$ cat config.mk
export PLATFORM = sky130hd
export DESIGN_NAME = pipeio_sw_debounce_flat
export DESIGN_NICKNAME = d
export VERILOG_FILES = /design/src/rtl/pipeio_sw_debounce_if.sv /design/src/rtl/pipeio_sw_debounce.sv /design/src/flat_wrapper.sv
export SDC_FILE = /design/constraint.sdc
export NUM_CORES = 1
export LEC_CHECK = 0
export ABC_AREA = 0
export CAP_MARGIN = 25
export CORE_AREA = 2 2 112 114
export DETAILED_ROUTE_END_ITERATION = 10
export DIE_AREA = 0 0 114 116
export SYNTH_ARGS = -nofsm -noshare
export SYNTH_HDL_FRONTEND = slang
export SYNTH_SLANG_ARGS = --single-unit
$ cat constraint.sdc
create_clock -name clock -period 1.9 [get_ports clock]
set_input_delay 0.19 -clock clock [delete_from_list [all_inputs] [get_ports clock]]
set_output_delay 0.19 -clock clock [all_outputs]
set_load 0.1 [all_outputs]
$ cat src/rtl/pipeio_sw_debounce_if.sv
// Switch-conditioning bundle between the raw board pins / software side and the debounce stage.
// Pure wiring: no latency, no backpressure.
interface pipeio_sw_debounce_if #(
  parameter int NSW = 10
);
  logic [NSW-1:0] sw_raw;
  logic [NSW-1:0] clr_rise;
  logic [NSW-1:0] clr_fall;
  logic [NSW-1:0] sw_clean;
  logic [NSW-1:0] sw_rise;
  logic [NSW-1:0] sw_fall;
  logic           event_pending;
  logic           tick;

  modport master (
    output sw_raw, clr_rise, clr_fall,
    input  sw_clean, sw_rise, sw_fall, event_pending, tick
  );

  modport slave (
    input  sw_raw, clr_rise, clr_fall,
    output sw_clean, sw_rise, sw_fall, event_pending, tick
  );
endinterface

$ cat src/rtl/pipeio_sw_debounce.sv
// Synchronise + debounce the board slide switches and keep sticky rise/fall flags for software.
// sw_clean follows a clean step after 2 + up to STABLE_TICKS*TICK_DIV + 1 cycles; no backpressure.
module pipeio_sw_debounce #(
  parameter int NSW          = 10,
  parameter int TICK_DIV     = 50000,
  parameter int STABLE_TICKS = 16
) (
  input  logic                  clock,
  input  logic                  reset,
  pipeio_sw_debounce_if.slave   sw_if
);

  localparam int PW = (TICK_DIV > 1) ? $clog2(TICK_DIV) : 1;
  localparam int CW = $clog2(STABLE_TICKS) + 1;
  localparam logic [PW-1:0] PRE_LAST = PW'(TICK_DIV - 1);
  localparam logic [CW-1:0] CNT_LAST = CW'(STABLE_TICKS - 1);

  logic [NSW-1:0] sync_q1;
  logic [NSW-1:0] sync_q2;
  logic [NSW-1:0] clean_q;
  logic [NSW-1:0] rise_q;
  logic [NSW-1:0] fall_q;
  logic [NSW-1:0] clean_nxt;
  logic [NSW-1:0] rise_nxt;
  logic [NSW-1:0] fall_nxt;
  logic [CW-1:0]  cnt_q   [NSW];
  logic [CW-1:0]  cnt_nxt [NSW];
  logic [PW-1:0]  pre_cnt;
  logic           tick_q;
  logic           event_q;

  always_ff @(posedge clock) begin
    if (reset) begin
      sync_q1 <= '0;
      sync_q2 <= '0;
    end else begin
      sync_q1 <= sw_if.sw_raw;
      sync_q2 <= sync_q1;
    end
  end

  always_ff @(posedge clock) begin
    if (reset) begin
      pre_cnt <= '0;
      tick_q  <= 1'b0;
    end else begin
      tick_q <= (pre_cnt == PRE_LAST);
      if (pre_cnt == PRE_LAST) begin
        pre_cnt <= '0;
      end else begin
        pre_cnt <= pre_cnt + PW'(1);
      end
    end
  end

  // Any cycle where the synced value agrees with the clean value restarts qualification.
  always_comb begin
    clean_nxt = clean_q;
    for (int i = 0; i < NSW; i++) begin
      cnt_nxt[i] = cnt_q[i];
      if (sync_q2[i] == clean_q[i]) begin
        cnt_nxt[i] = '0;
      end else if (tick_q) begin
        if (cnt_q[i] == CNT_LAST) begin
          clean_nxt[i] = sync_q2[i];
          cnt_nxt[i]   = '0;
        end else begin
          cnt_nxt[i] = cnt_q[i] + CW'(1);
        end
      end
    end
    rise_nxt = (clean_nxt & ~clean_q) | (rise_q & ~sw_if.clr_rise);
    fall_nxt = (~clean_nxt & clean_q) | (fall_q & ~sw_if.clr_fall);
  end

  always_ff @(posedge clock) begin
    if (reset) begin
      clean_q <= '0;
      rise_q  <= '0;
      fall_q  <= '0;
      event_q <= 1'b0;
      for (int i = 0; i < NSW; i++) begin
        cnt_q[i] <= '0;
      end
    end else begin
      clean_q <= clean_nxt;
      rise_q  <= rise_nxt;
      fall_q  <= fall_nxt;
      event_q <= |(rise_nxt | fall_nxt);
      for (int i = 0; i < NSW; i++) begin
        cnt_q[i] <= cnt_nxt[i];
      end
    end
  end

  assign sw_if.sw_clean      = clean_q;
  assign sw_if.sw_rise       = rise_q;
  assign sw_if.sw_fall       = fall_q;
  assign sw_if.event_pending = event_q;
  assign sw_if.tick          = tick_q;

endmodule

$ cat src/flat_wrapper.sv
// flat-port wrapper written by rule: the top's interface ports become plain ports
module pipeio_sw_debounce_flat 
#(
  parameter int NSW          = 10,
  parameter int TICK_DIV     = 50000,
  parameter int STABLE_TICKS = 16
)
  (clock, reset, sw_if_sw_raw, sw_if_clr_rise, sw_if_clr_fall, sw_if_sw_clean, sw_if_sw_rise, sw_if_sw_fall, sw_if_event_pending, sw_if_tick);
  pipeio_sw_debounce_if #(.NSW(NSW)) sw_if_i ();
  input  logic clock;
  input  logic reset;
  input wire logic [$bits(sw_if_i.sw_raw)-1:0] sw_if_sw_raw;
  input wire logic [$bits(sw_if_i.clr_rise)-1:0] sw_if_clr_rise;
  input wire logic [$bits(sw_if_i.clr_fall)-1:0] sw_if_clr_fall;
  output wire logic [$bits(sw_if_i.sw_clean)-1:0] sw_if_sw_clean;
  output wire logic [$bits(sw_if_i.sw_rise)-1:0] sw_if_sw_rise;
  output wire logic [$bits(sw_if_i.sw_fall)-1:0] sw_if_sw_fall;
  output wire logic [$bits(sw_if_i.event_pending)-1:0] sw_if_event_pending;
  output wire logic [$bits(sw_if_i.tick)-1:0] sw_if_tick;
  assign sw_if_i.sw_raw = sw_if_sw_raw;
  assign sw_if_i.clr_rise = sw_if_clr_rise;
  assign sw_if_i.clr_fall = sw_if_clr_fall;
  assign sw_if_sw_clean = sw_if_i.sw_clean;
  assign sw_if_sw_rise = sw_if_i.sw_rise;
  assign sw_if_sw_fall = sw_if_i.sw_fall;
  assign sw_if_event_pending = sw_if_i.event_pending;
  assign sw_if_tick = sw_if_i.tick;
  pipeio_sw_debounce #(.NSW(NSW), .TICK_DIV(TICK_DIV), .STABLE_TICKS(STABLE_TICKS)) u_core (.clock(clock), .reset(reset), .sw_if(sw_if_i));
endmodule
**Yosys cells after proc, flatten, opt, wreduce, memory -nomap -nowiden**

Memory sizes are Yosys's and may differ from the RTL's.
Cells that the tools add are included.

- Bits in registers: 68
- RAM bits: 50
- Input bits: 32
- Output and inout bits: 32
- Memories kept: 1

- $add $sub $neg: 11
- Equal/unequal tests: 21
- Mux-type cells: 73
- Bitwise gates (word level): 21
- Reductions and logical operators: 2

Memory list:

| name | words | bits a word | read ports | clocked after memory_dff | wr ports | RTL line | text |
|---|---|---|---|---|---|---|---|
| u_core.cnt_q | 10 | 5 | 10 | 0 | 10 | pipeio_sw_debounce.sv:26 | `logic [CW-1:0] cnt_q [NSW];` |

Operator list:

| operator | number |
|---|---|
| 5-bit two-way mux | 40 |
| 5-bit by 1-bit adder with 5-bit output, second input constant | 10 |
| 5-bit by 4-bit equality test with 1-bit output, second input constant | 10 |
| 10-bit bitwise AND | 4 |
| 10-bit NOT | 4 |
| 1-bit two-way mux | 33 |
| 10-bit OR | 3 |
| 16-bit by 1-bit adder with 16-bit output, second input constant | 1 |
| 16-bit equality test, second input constant | 1 |
| 1-bit equality test | 10 |
| 1-bit OR | 10 |
| 10-bit OR reduction | 1 |
| 2-bit OR reduction | 1 |

**Depth between registers and ports, before layout**

Gate-level depths: netlist of the first run.

- Depth in word-level cells: 9
- Mapped depth: 7
- Depth with buffers taken out: 6

**Least setup slack after synthesis of the first run**

No wires, ideal clock.

- Kind: reg-to-reg
- Start: register u_core.tick_q, in the netlist u_core.sw_if.tick
- End: register u_core.event_q, in the netlist u_core.sw_if.event_pending
- Library setup time: 0.074 ns
- Arrival time: 2.071 ns
- Data required time: 1.826 ns
- Setup slack: -0.246 ns
- Cell stages (with the launch flop): 7
- Path through: dfxtp_1 > buf_4 > nand4_1 > o32ai_1 > nor2_1 > and4b_1 > a31oi_1

- Cells in the longest elaborated chain, start to end: 7
- Elaborated cells between the ends (all ways): 27
- Those cells by class: 20 x mux; 6 x bitwise; 1 x reduce/logical

Ends and longest elaborated chain:

| what | RTL line | text |
|---|---|---|
| start: declaration | pipeio_sw_debounce.sv:29 | `logic tick_q;` |
| start signal: assignment | pipeio_sw_debounce.sv:47 | `tick_q <= (pre_cnt == PRE_LAST);` |
| 1-bit two-way mux | pipeio_sw_debounce.sv:63 | `end else if (tick_q) begin` |
| 1-bit two-way mux | pipeio_sw_debounce.sv:61 | `if (sync_q2[i] == clean_q[i]) begin` |
| 10-bit NOT | pipeio_sw_debounce.sv:73 | `fall_nxt = (~clean_nxt & clean_q) \| (fall_q & ~sw_if.clr_fall);` |
| 10-bit bitwise AND | pipeio_sw_debounce.sv:73 |  |
| 10-bit OR | pipeio_sw_debounce.sv:73 |  |
| 10-bit OR (*) | pipeio_sw_debounce.sv:89 | `event_q <= \|(rise_nxt \| fall_nxt);` |
| 10-bit OR reduction (*) | pipeio_sw_debounce.sv:89 |  |
| end signal: assignment | pipeio_sw_debounce.sv:89 |  |
| end: declaration | pipeio_sw_debounce.sv:30 | `logic event_q;` |

Mark *: on every way between the ends. The rest lies on a longest branch, timed or not.
A chain may end at the register's enable or synchronous reset.

==> metrics.log, run 1 <==
[metrics] result of the run: finished clean
[metrics] hold-critical path depth: 2
[metrics] unrepaired setup endpoints after global routing: false
[metrics] commonest cells after routing, fill and taps aside: sky130_fd_sc_hd__dfxtp_1, sky130_fd_sc_hd__nor2_1, sky130_fd_sc_hd__buf_4
[metrics] global-route wire length before repair: 15,300 um
[metrics] CTS Sinks: 118
[metrics] endpoint of the worst hold path: u_core.sw_if.sw_clean[3]$_SDFF_PP0_
[metrics] worst path required time: 2180 ps
[metrics] number of synthesized flops with an enable pin: 0
[metrics] fraction of the mapped netlist area in adder cells: 0.0294
[metrics] antenna violations before repair: 0
[metrics] number of synthesis warnings: 0
[metrics] nature of the critical path endpoint: flop
[metrics] setup slack of the most critical reg-to-reg path: 200 ps
[metrics] GRT Overall Usage: 0.149
[metrics] Max-Cap Viols: 0
[metrics] mean routed wirelength per cell: 12.5 um
[metrics] largest net degree at the start of global routing: 32
[metrics] via count of the first global-routing pass: 3,448
[metrics] final setup violating endpoints: 0
[metrics] netlist area before placement: 0.00468 mm^2
[metrics] routability congestion estimate: 0.740
[metrics] share of the synthesized area in compound gates (AO/OA/AOI/OAI): 0.0703
[metrics] xor/xnor share of the synthesized area: 0.0823
[metrics] number of remaining DRC errors: 0
[metrics] die height: 116 um
[metrics] ratio of cells with drive above 1 in the final layout: 0.143
[metrics] fraction of met3 tracks used by global routing: 0.0455
[metrics] die area: 0.0132 mm^2
[metrics] actual transition at the worst max-transition pin: 461 ps
[metrics] number of top-level design ports: 64
[metrics] min-delay src: reset
[metrics] flip-flop cell with the highest count after synthesis: sky130_fd_sc_hd__dfxtp_1
[metrics] count of final max-slew check failures: 0
[metrics] most common cell after layout, fill and taps aside: sky130_fd_sc_hd__dfxtp_1
[metrics] number of buffers added by the clock tree synthesis step: 17
[metrics] crit path launch: u_core.cnt_q[0][30]$_SDFFE_PP0P_
[metrics] post-synthesis instance total: 505
[metrics] clock transition at the register clock pins on the worst setup and hold paths after CTS: 50 ps
[metrics] total detailed-routing wirelength: 9280 um
[metrics] H-Tree Level Count: 4
[metrics] overall die width: 114 um
[metrics] Setup crit start kind: flop
[metrics] Core Area: 0.0119 mm^2
[metrics] clock tree from TritonCTS: built
[metrics] clock insertion delay at the later pin of the skew report: 410 ps
[metrics] number of different library cells in the post-synthesis netlist: 38
[metrics] sequential element share of the synthesized area: 0.505
[metrics] number of iterations in the first detailed-routing pass: 4
[metrics] cell types occupying the most area after synthesis: sky130_fd_sc_hd__dfxtp_1, sky130_fd_sc_hd__nor2_1, sky130_fd_sc_hd__xor2_1
[metrics] Global Route met1 Usage: 0.180
[metrics] signal arrival time at the worst endpoint: 1980 ps
[metrics] number of placement rows: 40
[metrics] worst rel slew slack: 0.690
[metrics] Crit Path Max Fanout: 5
[metrics] largest family of logic cells by synthesized area: simple AND/OR/NAND/NOR gates
[metrics] worst setup path class: reg2reg
[metrics] final worst-path cycle share: 0.894
[metrics] P per Cell Area: 987 mW/mm^2
[metrics] aggregate negative setup slack: 0 ps
[metrics] maximum count of clock buffers along a single path: 2
[metrics] met2 Usage GRT: 0.240
[metrics] fill cell instance count of the final layout: 1,107
[metrics] Worst Skew: 6.90 ps
[metrics] Synthesized Nets: 548
[metrics] shortest period the worst path allows: 1700 ps
[metrics] number of vias after detailed routing: 3,606
[metrics] buffer type at the clock tree root: sky130_fd_sc_hd__clkbuf_16
[metrics] DR vias/cell: 4.87
[metrics] Synth-to-Final Area Change: 30.0%
[metrics] area share of the largest cell type after synthesis: 0.505
[metrics] final hold violation count: 0
[metrics] capture instance of the worst register-to-register path: u_core.sw_if.event_pending$_SDFF_PP0_
[metrics] count of input and output buffers: 63
[metrics] Inserted Diodes: 0
[metrics] global route overflow: 0
[metrics] worst-case reg-to-reg path depth: 6
[metrics] worst ir drop on vdd: 0.466 mV
[metrics] Pleak: 2.23 nW
[metrics] path category of the worst min-delay check: in2reg
[metrics] sum of internal, switching and leakage power: 6.00 mW
[metrics] detailed-placement wirelength estimate: 6650 um
[metrics] Initial Utilization: 0.393
[metrics] mux cell area share after synthesis: 0.0243
[metrics] first-iteration detailed-routing DRC count: 150
[metrics] flip-flop and latch count after synthesis: 118
[metrics] Fmax achieved: 589 MHz
[metrics] number of nets at the end of the flow: 624
[metrics] library cell occupying the most area in the post-synthesis netlist: sky130_fd_sc_hd__dfxtp_1
[metrics] Post-synth ARST share: 0
[metrics] Post-DRT Antenna Nets: 0
[metrics] launching point of the worst reg2reg path: u_core.cnt_q[0][30]$_SDFFE_PP0P_
[metrics] Synth Area per Inst: 9.27 um^2
[metrics] GRT Max-Usage Layer: met2
[metrics] simple logic cell fraction of the synthesized area: 0.261
-- worst max-delay path, stage by stage, from the launching register on --
cell and delay [ps]:
sky130_fd_sc_hd__dfxtp_1 330, sky130_fd_sc_hd__ha_1 220, sky130_fd_sc_hd__nand4_1 190, sky130_fd_sc_hd__o32a_1 260
sky130_fd_sc_hd__nand4_1 130, sky130_fd_sc_hd__nor4_2 330, sky130_fd_sc_hd__a31oi_1 110
-- where the power goes --
group	total (mW)	switching, mW	internal (mW)
Sequential	2.52	0.0143	2.50
Combinational	0.150	0.0585	0.0916
Clock	3.34	1.06	2.28
Total	6.00	1.13	4.88
-- Yosys cell counts (all sizes together) (3+ instances only) --
cell type,n
dfxtp,118
nor2,73
nand2,39
xor2,29
nand2b,25
nand4,25
nor2b,24
nor3,23
a21oi,20
inv,16
xnor2,15
ha,11
o21ai,11
buf,9
mux2i,8
nand3,8
o32a,8
a21o,7
clkbuf,6
nand3b,6
or2,5
o32ai,4
mux2,3
nand4b,3
-- how the worst max path moves through the flow --
stage | depth (start not counted) | slack [ps] | to
after global routing | 6 | 10 | u_core.sw_if.event_pending$_SDFF_PP0_
after CTS | 6 | 60 | u_core.sw_if.event_pending$_SDFF_PP0_
after global placement | 6 | 70 | u_core.sw_if.event_pending$_SDFF_PP0_
final | 6 | 200 | u_core.sw_if.event_pending$_SDFF_PP0_
after floorplan | 5 | 20 | u_core.sw_if.event_pending$_SDFF_PP0_
after detailed placement | 6 | 70 | u_core.sw_if.event_pending$_SDFF_PP0_
-- layout make-up --
type	count	area [um^2]	area share
Sequential cell	118	2360	0.388
Multi-Input combinational cell	356	2200	0.362
Timing Repair Buffer	72	651	0.107
Clock buffer	22	474	0.0779
Tap cell	147	184	0.0302
Clock inverter	10	150	0.0247
Inverter	16	60.1	0.00987
-- layer usage --
| layer | wire length, um | vias to the layer above |
|---|---|---|
| met3 | 340 | 19 |
| met1 | 4360 | 1671 |
| li1 | - | 1867 |
| met4 | 218 | 0 |
| met2 | 4360 | 49 |
| met5 | 0 | - |
-- flip-flops by register name, summed over array words and instances, names as in the netlist --
register                    cells
u_core.cnt_q                   50
u_core.pre_cnt                 16
u_core.sw_if.event_pending      1
u_core.sw_if.sw_clean          10
u_core.sw_if.sw_fall           10
u_core.sw_if.sw_rise           10
u_core.sw_if.tick               1
u_core.sync_q1                 10
u_core.sync_q2                 10
-- what timing repair did --
action	4_1_cts	5_1_grt
setup endpoints to repair	0	1
gates resized for setup	0	2
hold endpoints to repair	0	0
hold buffers	0	0
buffers inserted	0	0
-- per-stage QoR --
stage	setup slack (ps)	area [um^2]	instances	hold slack [ps]	utilization
floorplan	19.9	4680	505	318	-
global placement	67.0	5450	709	419	0.457
detailed placement	70.3	5450	709	423	0.457
CTS	59.1	6070	741	104	0.510
global route	14.3	6080	741	127	0.511
finish	202	6080	741	111	0.511
-- cells by family after synthesis --
logic type | count (synthesis)
buf+inv | 31
xor+xnor | 44
fa+ha+maj | 11
flops | 118
compound gates | 51
mux | 11
simple gates | 239
Note: power is estimated with default switching activity, not from simulation.
==> run 2, diff against run 1 <==
- clock period: 1.9 -> 1.95 ns (I/O delays scaled with it)
==> run 2 against run 1 <==
  * Hold slack got worse by 31 ps
  * Non-clock buffer count stayed put
  * Utilization fell by 0.58 points
  * Combinational power fell by 3%
  * Design area decreased by 1.1%
  * Fmax fell by 4.2%
  * Sequential share of layout area increased by 0.44 points
  * Flip-flop and latch count unchanged
  * First-iteration DRC count up 15%
  * Global-route usage barely moved
  * Clock power is 14% lower
  * Final cell count decreased by 0.13%
==> metrics.log, run 2 (synthesis gave the netlist of run 1 again) <==
[metrics] actual transition at the worst max-transition pin: 458 ps
[metrics] post-cts resize count: 0
[metrics] maximum count of clock buffers along a single path: 2
[metrics] largest registers in the final layout: u_core.cnt_q: 50 flops, u_core.pre_cnt: 16 flops
[metrics] die area: 0.0132 mm^2
[metrics] count of input and output buffers: 63
[metrics] Max-Cap Viols: 0
[metrics] number of hold-repair buffers added at the cts stage: 0
[metrics] internal power: 4.44 mW
[metrics] worst ir drop on vdd: 0.540 mV
[metrics] Inserted Diodes: 0
[metrics] Worst Skew: 5.78 ps
[metrics] shortest period the worst path allows: 1770 ps
[metrics] fraction of power spent switching nets: 0.190
[metrics] Initial Utilization: 0.393
[metrics] share of total power in sequential cells: 0.448
[metrics] CTS Sinks: 118
[metrics] DR vias/cell: 4.82
[metrics] unrepaired setup endpoints after global routing: false
[metrics] number of top-level design ports: 64
[metrics] first-iteration detailed-routing DRC count: 172
[metrics] switching power: 1.04 mW
[metrics] P per Cell Area: 911 mW/mm^2
[metrics] GRT Overall Usage: 0.149
[metrics] result of the run: finished clean
[metrics] fraction of met3 tracks used by global routing: 0.0476
[metrics] overall die width: 114 um
[metrics] via count of the first global-routing pass: 3,508
[metrics] final hold violation count: 0
[metrics] sum of internal, switching and leakage power: 5.48 mW
[metrics] clock transition at the register clock pins on the worst setup and hold paths after CTS: 50 ps
[metrics] combinational fraction of design power: 0.027
[metrics] Crit Path Max Fanout: 5
[metrics] Synth-to-Final Area Change: 28.5%
[metrics] Pleak: 2.20 nW
[metrics] aggregate negative setup slack: 0 ps
[metrics] filler-free cell count of the finished design: 740
[metrics] die height: 116 um
[metrics] buffer type at the clock tree root: sky130_fd_sc_hd__clkbuf_16
[metrics] Post-DRT Antenna Nets: 0
[metrics] number of iterations in the first detailed-routing pass: 4
[metrics] number of placed instances, taps included: 709
[metrics] commonest cells after routing, fill and taps aside: sky130_fd_sc_hd__dfxtp_1, sky130_fd_sc_hd__nor2_1, sky130_fd_sc_hd__nand2_1, sky130_fd_sc_hd__buf_4, sky130_fd_sc_hd__clkdlybuf4s50_1
[metrics] number of buffers added by the clock tree synthesis step: 17
[metrics] clock share of power: 0.525
[metrics] GRT Max-Usage Layer: met2
[metrics] count of final max-slew check failures: 0
[metrics] global route overflow: 0
[metrics] Global Route met1 Usage: 0.177
[metrics] fill cell instance count of the final layout: 1,127
[metrics] antenna violations before repair: 0
[metrics] worst rel slew slack: 0.692
[metrics] clock tree from TritonCTS: built
[metrics] number of remaining DRC errors: 0
[metrics] multi-input combinational cell area: 0.00219 mm^2
[metrics] number of nets at the end of the flow: 624
[metrics] largest net degree at the start of global routing: 31
[metrics] routability congestion estimate: 0.769
[metrics] global-route wire length before repair: 15,400 um
[metrics] end-of-flow core utilization: 0.505
[metrics] mean routed wirelength per cell: 12.2 um
[metrics] met2 Usage GRT: 0.242
[metrics] path category of the worst min-delay check: in2reg
[metrics] Fmax achieved: 564 MHz
[metrics] final setup violating endpoints: 0
[metrics] number of vias after detailed routing: 3,565
[metrics] Post-CTS Setup Inserts: 0
[metrics] register ranked first by flip-flop count: u_core.cnt_q
[metrics] Setup crit start kind: flop
[metrics] clock insertion delay at the later pin of the skew report: 410 ps
[metrics] worst path required time: 2220 ps
[metrics] combined flip-flop and latch cell area: 0.00236 mm^2
[metrics] final worst-path cycle share: 0.909
[metrics] signal arrival time at the worst endpoint: 2050 ps
[metrics] H-Tree Level Count: 4
[metrics] ratio of cells with drive above 1 in the final layout: 0.132
[metrics] total detailed-routing wirelength: 9050 um
[metrics] detailed-placement wirelength estimate: 6480 um
[metrics] Core Area: 0.0119 mm^2
[metrics] flip-flop count of the largest register after layout: 50
[metrics] nature of the critical path endpoint: flop
[metrics] worst setup path class: reg2reg
[metrics] number of placement rows: 40
[metrics] most common cell after layout, fill and taps aside: sky130_fd_sc_hd__dfxtp_1
-- run 2: cell count changes in the layout (fill, tap and decap cells not counted), sizes merged --
cell    change
clkbuf      +6
clkinv      -4
bufinv      -3
-- run 2: path summary, 6_finish.rpt --
path	from	end	slack, ps	depth (start not counted)
hold / removal	reset	u_core.sync_q1[3]$_SDFF_PP0_	80	2
hold reg to reg	u_core.sync_q1[4]$_SDFF_PP0_	u_core.sync_q2[4]$_SDFF_PP0_	430	1
setup reg to reg	u_core.cnt_q[0][30]$_SDFFE_PP0P_	u_core.sw_if.event_pending$_SDFF_PP0_	180	6
setup / recovery	u_core.cnt_q[0][30]$_SDFFE_PP0P_	u_core.sw_if.event_pending$_SDFF_PP0_	180	6
-- run 2: through the flow --
| step | hold WS (ps) | area, um^2 | worst slack [ps] |
|---|---|---|---|
| after floorplan | 323 | 4680 | 69.9 |
| after global placement | 418 | 5460 | 141 |
| after detailed placement | 420 | 5460 | 128 |
| after CTS | 72.4 | 6020 | 111 |
| after global routing | 88.6 | 6020 | 11.4 |
| final | 79.2 | 6020 | 178 |
-- run 2: routing by layer --
metal  wire, um  up-vias
met1       4260     1634
met4        155        0
li1           -     1870
met3        324       12
met5          0        -
met2       4310       49
-- run 2: worst max-delay path, cell delays in order, from the launching register on --
cell,delay (ps)
sky130_fd_sc_hd__dfxtp_1,330
sky130_fd_sc_hd__ha_1,220
sky130_fd_sc_hd__nand4_1,180
sky130_fd_sc_hd__o32a_1,270
sky130_fd_sc_hd__nand4_1,110
sky130_fd_sc_hd__nor4_1,390
sky130_fd_sc_hd__a31oi_1,120
-- run 2: power by group through the flow --
stage,clock [mW],sequential (mW),combinational [mW]
2_1_floorplan,0,2.50,0.0636
3_3_place_gp,0,2.50,0.146
3_5_place_dp,0,2.50,0.148
4_1_cts,2.95,2.45,0.149
5_1_grt,3.07,2.45,0.159
6_report,2.88,2.45,0.146
-- run 2: cell type report --
| class | instances | area share |
|---|---|---|
| sequential | 118 | 0.393 |
| inverter | 16 | 0.00998 |
| multi-input combinational | 356 | 0.364 |
| timing repair buffer | 72 | 0.110 |
| clock buffer | 28 | 0.0859 |
| clock inverter | 3 | 0.00666 |
| tap | 147 | 0.0306 |
==> run 3, diff against run 2 <==
- CORE_AREA: 2 2 112 114 -> 2 2 107 119
- DIE_AREA: 0 0 114 116 -> 0 0 109 121
==> run 3 against run 2 <==
  * Critical path depth is 1 higher
  * Utilization is 0.083 points higher
  * Count of clock-buffer cells in the layout is 1 lower
  * Final cell count is 1.2% higher
  * Flip-flop and latch count stayed put
  * Sequential share of layout area is 0.12 points lower
  * Register-to-register slack better by 30 ps
  * Clock power hardly changed
  * Non-clock buffer count is 3 higher
  * Routed wire length is 3.3% higher
  * First-iteration DRC count is 24% lower
  * Combinational power hardly changed
  * Largest power group unchanged
  * Highest routed layer unchanged
==> metrics.log, run 3 (synthesis gave the netlist of run 1 again) <==
[metrics] result of the run: finished clean
[metrics] die height: 121 um
[metrics] Crit Path Max Fanout: 4
[metrics] Post-DRT Antenna Nets: 0
[metrics] DR vias/cell: 4.85
[metrics] shortest period the worst path allows: 1750 ps
[metrics] total detailed-routing wirelength: 9350 um
[metrics] number of nets at the end of the flow: 627
[metrics] count of input and output buffers: 63
[metrics] global route overflow: 0
[metrics] worst rel slew slack: 0.637
[metrics] number of placed instances, taps included: 719
[metrics] count of final max-slew check failures: 0
[metrics] worst ir drop on vdd: 0.524 mV
[metrics] unrepaired setup endpoints after global routing: false
[metrics] ratio of cells with drive above 1 in the final layout: 0.139
[metrics] Fmax achieved: 572 MHz
[metrics] Pleak: 2.21 nW
[metrics] first-iteration detailed-routing DRC count: 130
[metrics] Initial Utilization: 0.392
[metrics] detailed-placement wirelength estimate: 6880 um
[metrics] path category of the worst min-delay check: in2reg
[metrics] number of vias after detailed routing: 3,632
[metrics] commonest cells after routing, fill and taps aside: sky130_fd_sc_hd__dfxtp_1, sky130_fd_sc_hd__nor2_1, sky130_fd_sc_hd__buf_4
[metrics] aggregate negative setup slack: 0 ps
[metrics] flip-flop count of the largest register after layout: 50
[metrics] min-delay src: reset
[metrics] fill cell instance count of the final layout: 1,098
[metrics] via count of the first global-routing pass: 3,467
[metrics] capture instance of the worst register-to-register path: u_core.sw_if.event_pending$_SDFF_PP0_
[metrics] routability congestion estimate: 0.764
[metrics] overall die width: 109 um
[metrics] largest registers in the final layout: u_core.cnt_q: 50 flops, u_core.pre_cnt: 16 flops
[metrics] GRT Overall Usage: 0.154
[metrics] Setup crit start kind: flop
[metrics] mean routed wirelength per cell: 12.5 um
[metrics] hold-critical path depth: 2
[metrics] final setup violating endpoints: 0
[metrics] end-of-flow core utilization: 0.506
[metrics] register ranked first by flip-flop count: u_core.cnt_q
[metrics] CTS Sinks: 118
[metrics] setup slack of the most critical reg-to-reg path: 200 ps
[metrics] worst-case reg-to-reg path depth: 7
[metrics] maximum count of clock buffers along a single path: 2
[metrics] endpoint of the worst hold path: u_core.sw_if.sw_fall[6]$_SDFF_PP0_
[metrics] buffer type at the clock tree root: sky130_fd_sc_hd__clkbuf_16
[metrics] actual transition at the worst max-transition pin: 545 ps
[metrics] launching point of the worst reg2reg path: u_core.cnt_q[0][30]$_SDFFE_PP0P_
[metrics] H-Tree Level Count: 4
[metrics] antenna violations before repair: 0
[metrics] Max-Cap Viols: 0
[metrics] filler-free cell count of the finished design: 749
[metrics] nature of the critical path endpoint: flop
[metrics] number of iterations in the first detailed-routing pass: 4
[metrics] die area: 0.0132 mm^2
[metrics] final hold violation count: 0
[metrics] clock tree from TritonCTS: built
[metrics] clock insertion delay at the later pin of the skew report: 410 ps
[metrics] worst setup path class: reg2reg
[metrics] largest net degree at the start of global routing: 29
[metrics] number of buffers added by the clock tree synthesis step: 17
[metrics] most common cell after layout, fill and taps aside: sky130_fd_sc_hd__dfxtp_1
[metrics] P per Cell Area: 913 mW/mm^2
[metrics] clock transition at the register clock pins on the worst setup and hold paths after CTS: 50 ps
[metrics] number of placement rows: 42
[metrics] global-route wire length before repair: 15,600 um
[metrics] number of top-level design ports: 64
[metrics] number of hold-repair buffers added at the cts stage: 0
[metrics] final worst-path cycle share: 0.896
[metrics] signal arrival time at the worst endpoint: 2010 ps
[metrics] Core Area: 0.0119 mm^2
[metrics] number of remaining DRC errors: 0
[metrics] Synth-to-Final Area Change: 28.9%
[metrics] worst path required time: 2210 ps
[metrics] Inserted Diodes: 0
[metrics] Worst Skew: 5.03 ps
## run 3: changes by cell type in the layout (fill, tap and decap cells not counted), sizes merged
cell,delta
clkbuf,-1
buf,+3
## run 3: what timing repair did
action | 4_1_cts | 5_1_grt
gates resized for setup | 0 | 1
setup buffers | 0 | 0
endpoints found under the setup margin | 0 | 1
## run 3: area by class of cell
cell class | instances | area (um^2) | area share
inverter | 16 | 60.1 | 0.00995
sequential | 118 | 2360 | 0.392
timing repair buffer | 75 | 661 | 0.109
clock inverter | 3 | 40.0 | 0.00663
clock buffer | 27 | 523 | 0.0867
tap | 154 | 193 | 0.0319
multi-input combinational | 356 | 2190 | 0.364
## run 3: per-layer routing
metal	global-route usage	up-vias	routed length, um
li1	-	1870	-
met3	0.0489	15	334
met1	0.179	1696	4270
met5	0	-	0
met2	0.253	51	4560
met4	0.0745	0	180
## run 3: worst max path at each step
stage / start / endpoint / slack, ps / cells past startpoint
2_1_floorplan: u_core.sw_if.sw_clean[7]$_SDFF_PP0_ / u_core.sw_if.event_pending$_SDFF_PP0_ / 70 / 5
3_3_place_gp: u_core.cnt_q[0][30]$_SDFFE_PP0P_ / u_core.sw_if.event_pending$_SDFF_PP0_ / 80 / 7
3_5_place_dp: u_core.cnt_q[0][30]$_SDFFE_PP0P_ / u_core.sw_if.event_pending$_SDFF_PP0_ / 60 / 7
4_1_cts: u_core.cnt_q[0][30]$_SDFFE_PP0P_ / u_core.sw_if.event_pending$_SDFF_PP0_ / 50 / 7
5_1_grt: u_core.cnt_q[0][45]$_SDFFE_PP0P_ / u_core.sw_if.event_pending$_SDFF_PP0_ / 20 / 6
6_report: u_core.cnt_q[0][30]$_SDFFE_PP0P_ / u_core.sw_if.event_pending$_SDFF_PP0_ / 200 / 7
## run 3: report_power, final
part	total, mW	switching (mW)	internal (mW)	leakage (nW)
sequential	2.45	0.0134	2.44	0.956
combinational	0.147	0.0577	0.0891	0.973
clock	2.91	0.976	1.93	0.279
## run 3: through the flow
stage / total power, mW / cell area (um^2) / hold WS, ps / setup slack, ps
finish: 5.51 / 6030 / 265 / 203
global placement: 2.65 / 5470 / 417 / 75.6
floorplan: 2.56 / 4680 / 323 / 69.9
CTS: 5.58 / 6030 / 260 / 48.6
global route: 5.74 / 6030 / 280 / 16.3
detailed placement: 2.65 / 5470 / 423 / 61.7
## run 3: worst max-delay path: stages (launching register included)
cell and delay [ps]:
sky130_fd_sc_hd__dfxtp_1 330, sky130_fd_sc_hd__ha_1 210, sky130_fd_sc_hd__nand4_1 110, sky130_fd_sc_hd__buf_4 140, sky130_fd_sc_hd__o32a_1 180, sky130_fd_sc_hd__nand4_1 110
sky130_fd_sc_hd__nor4_2 390, sky130_fd_sc_hd__a31oi_1 150
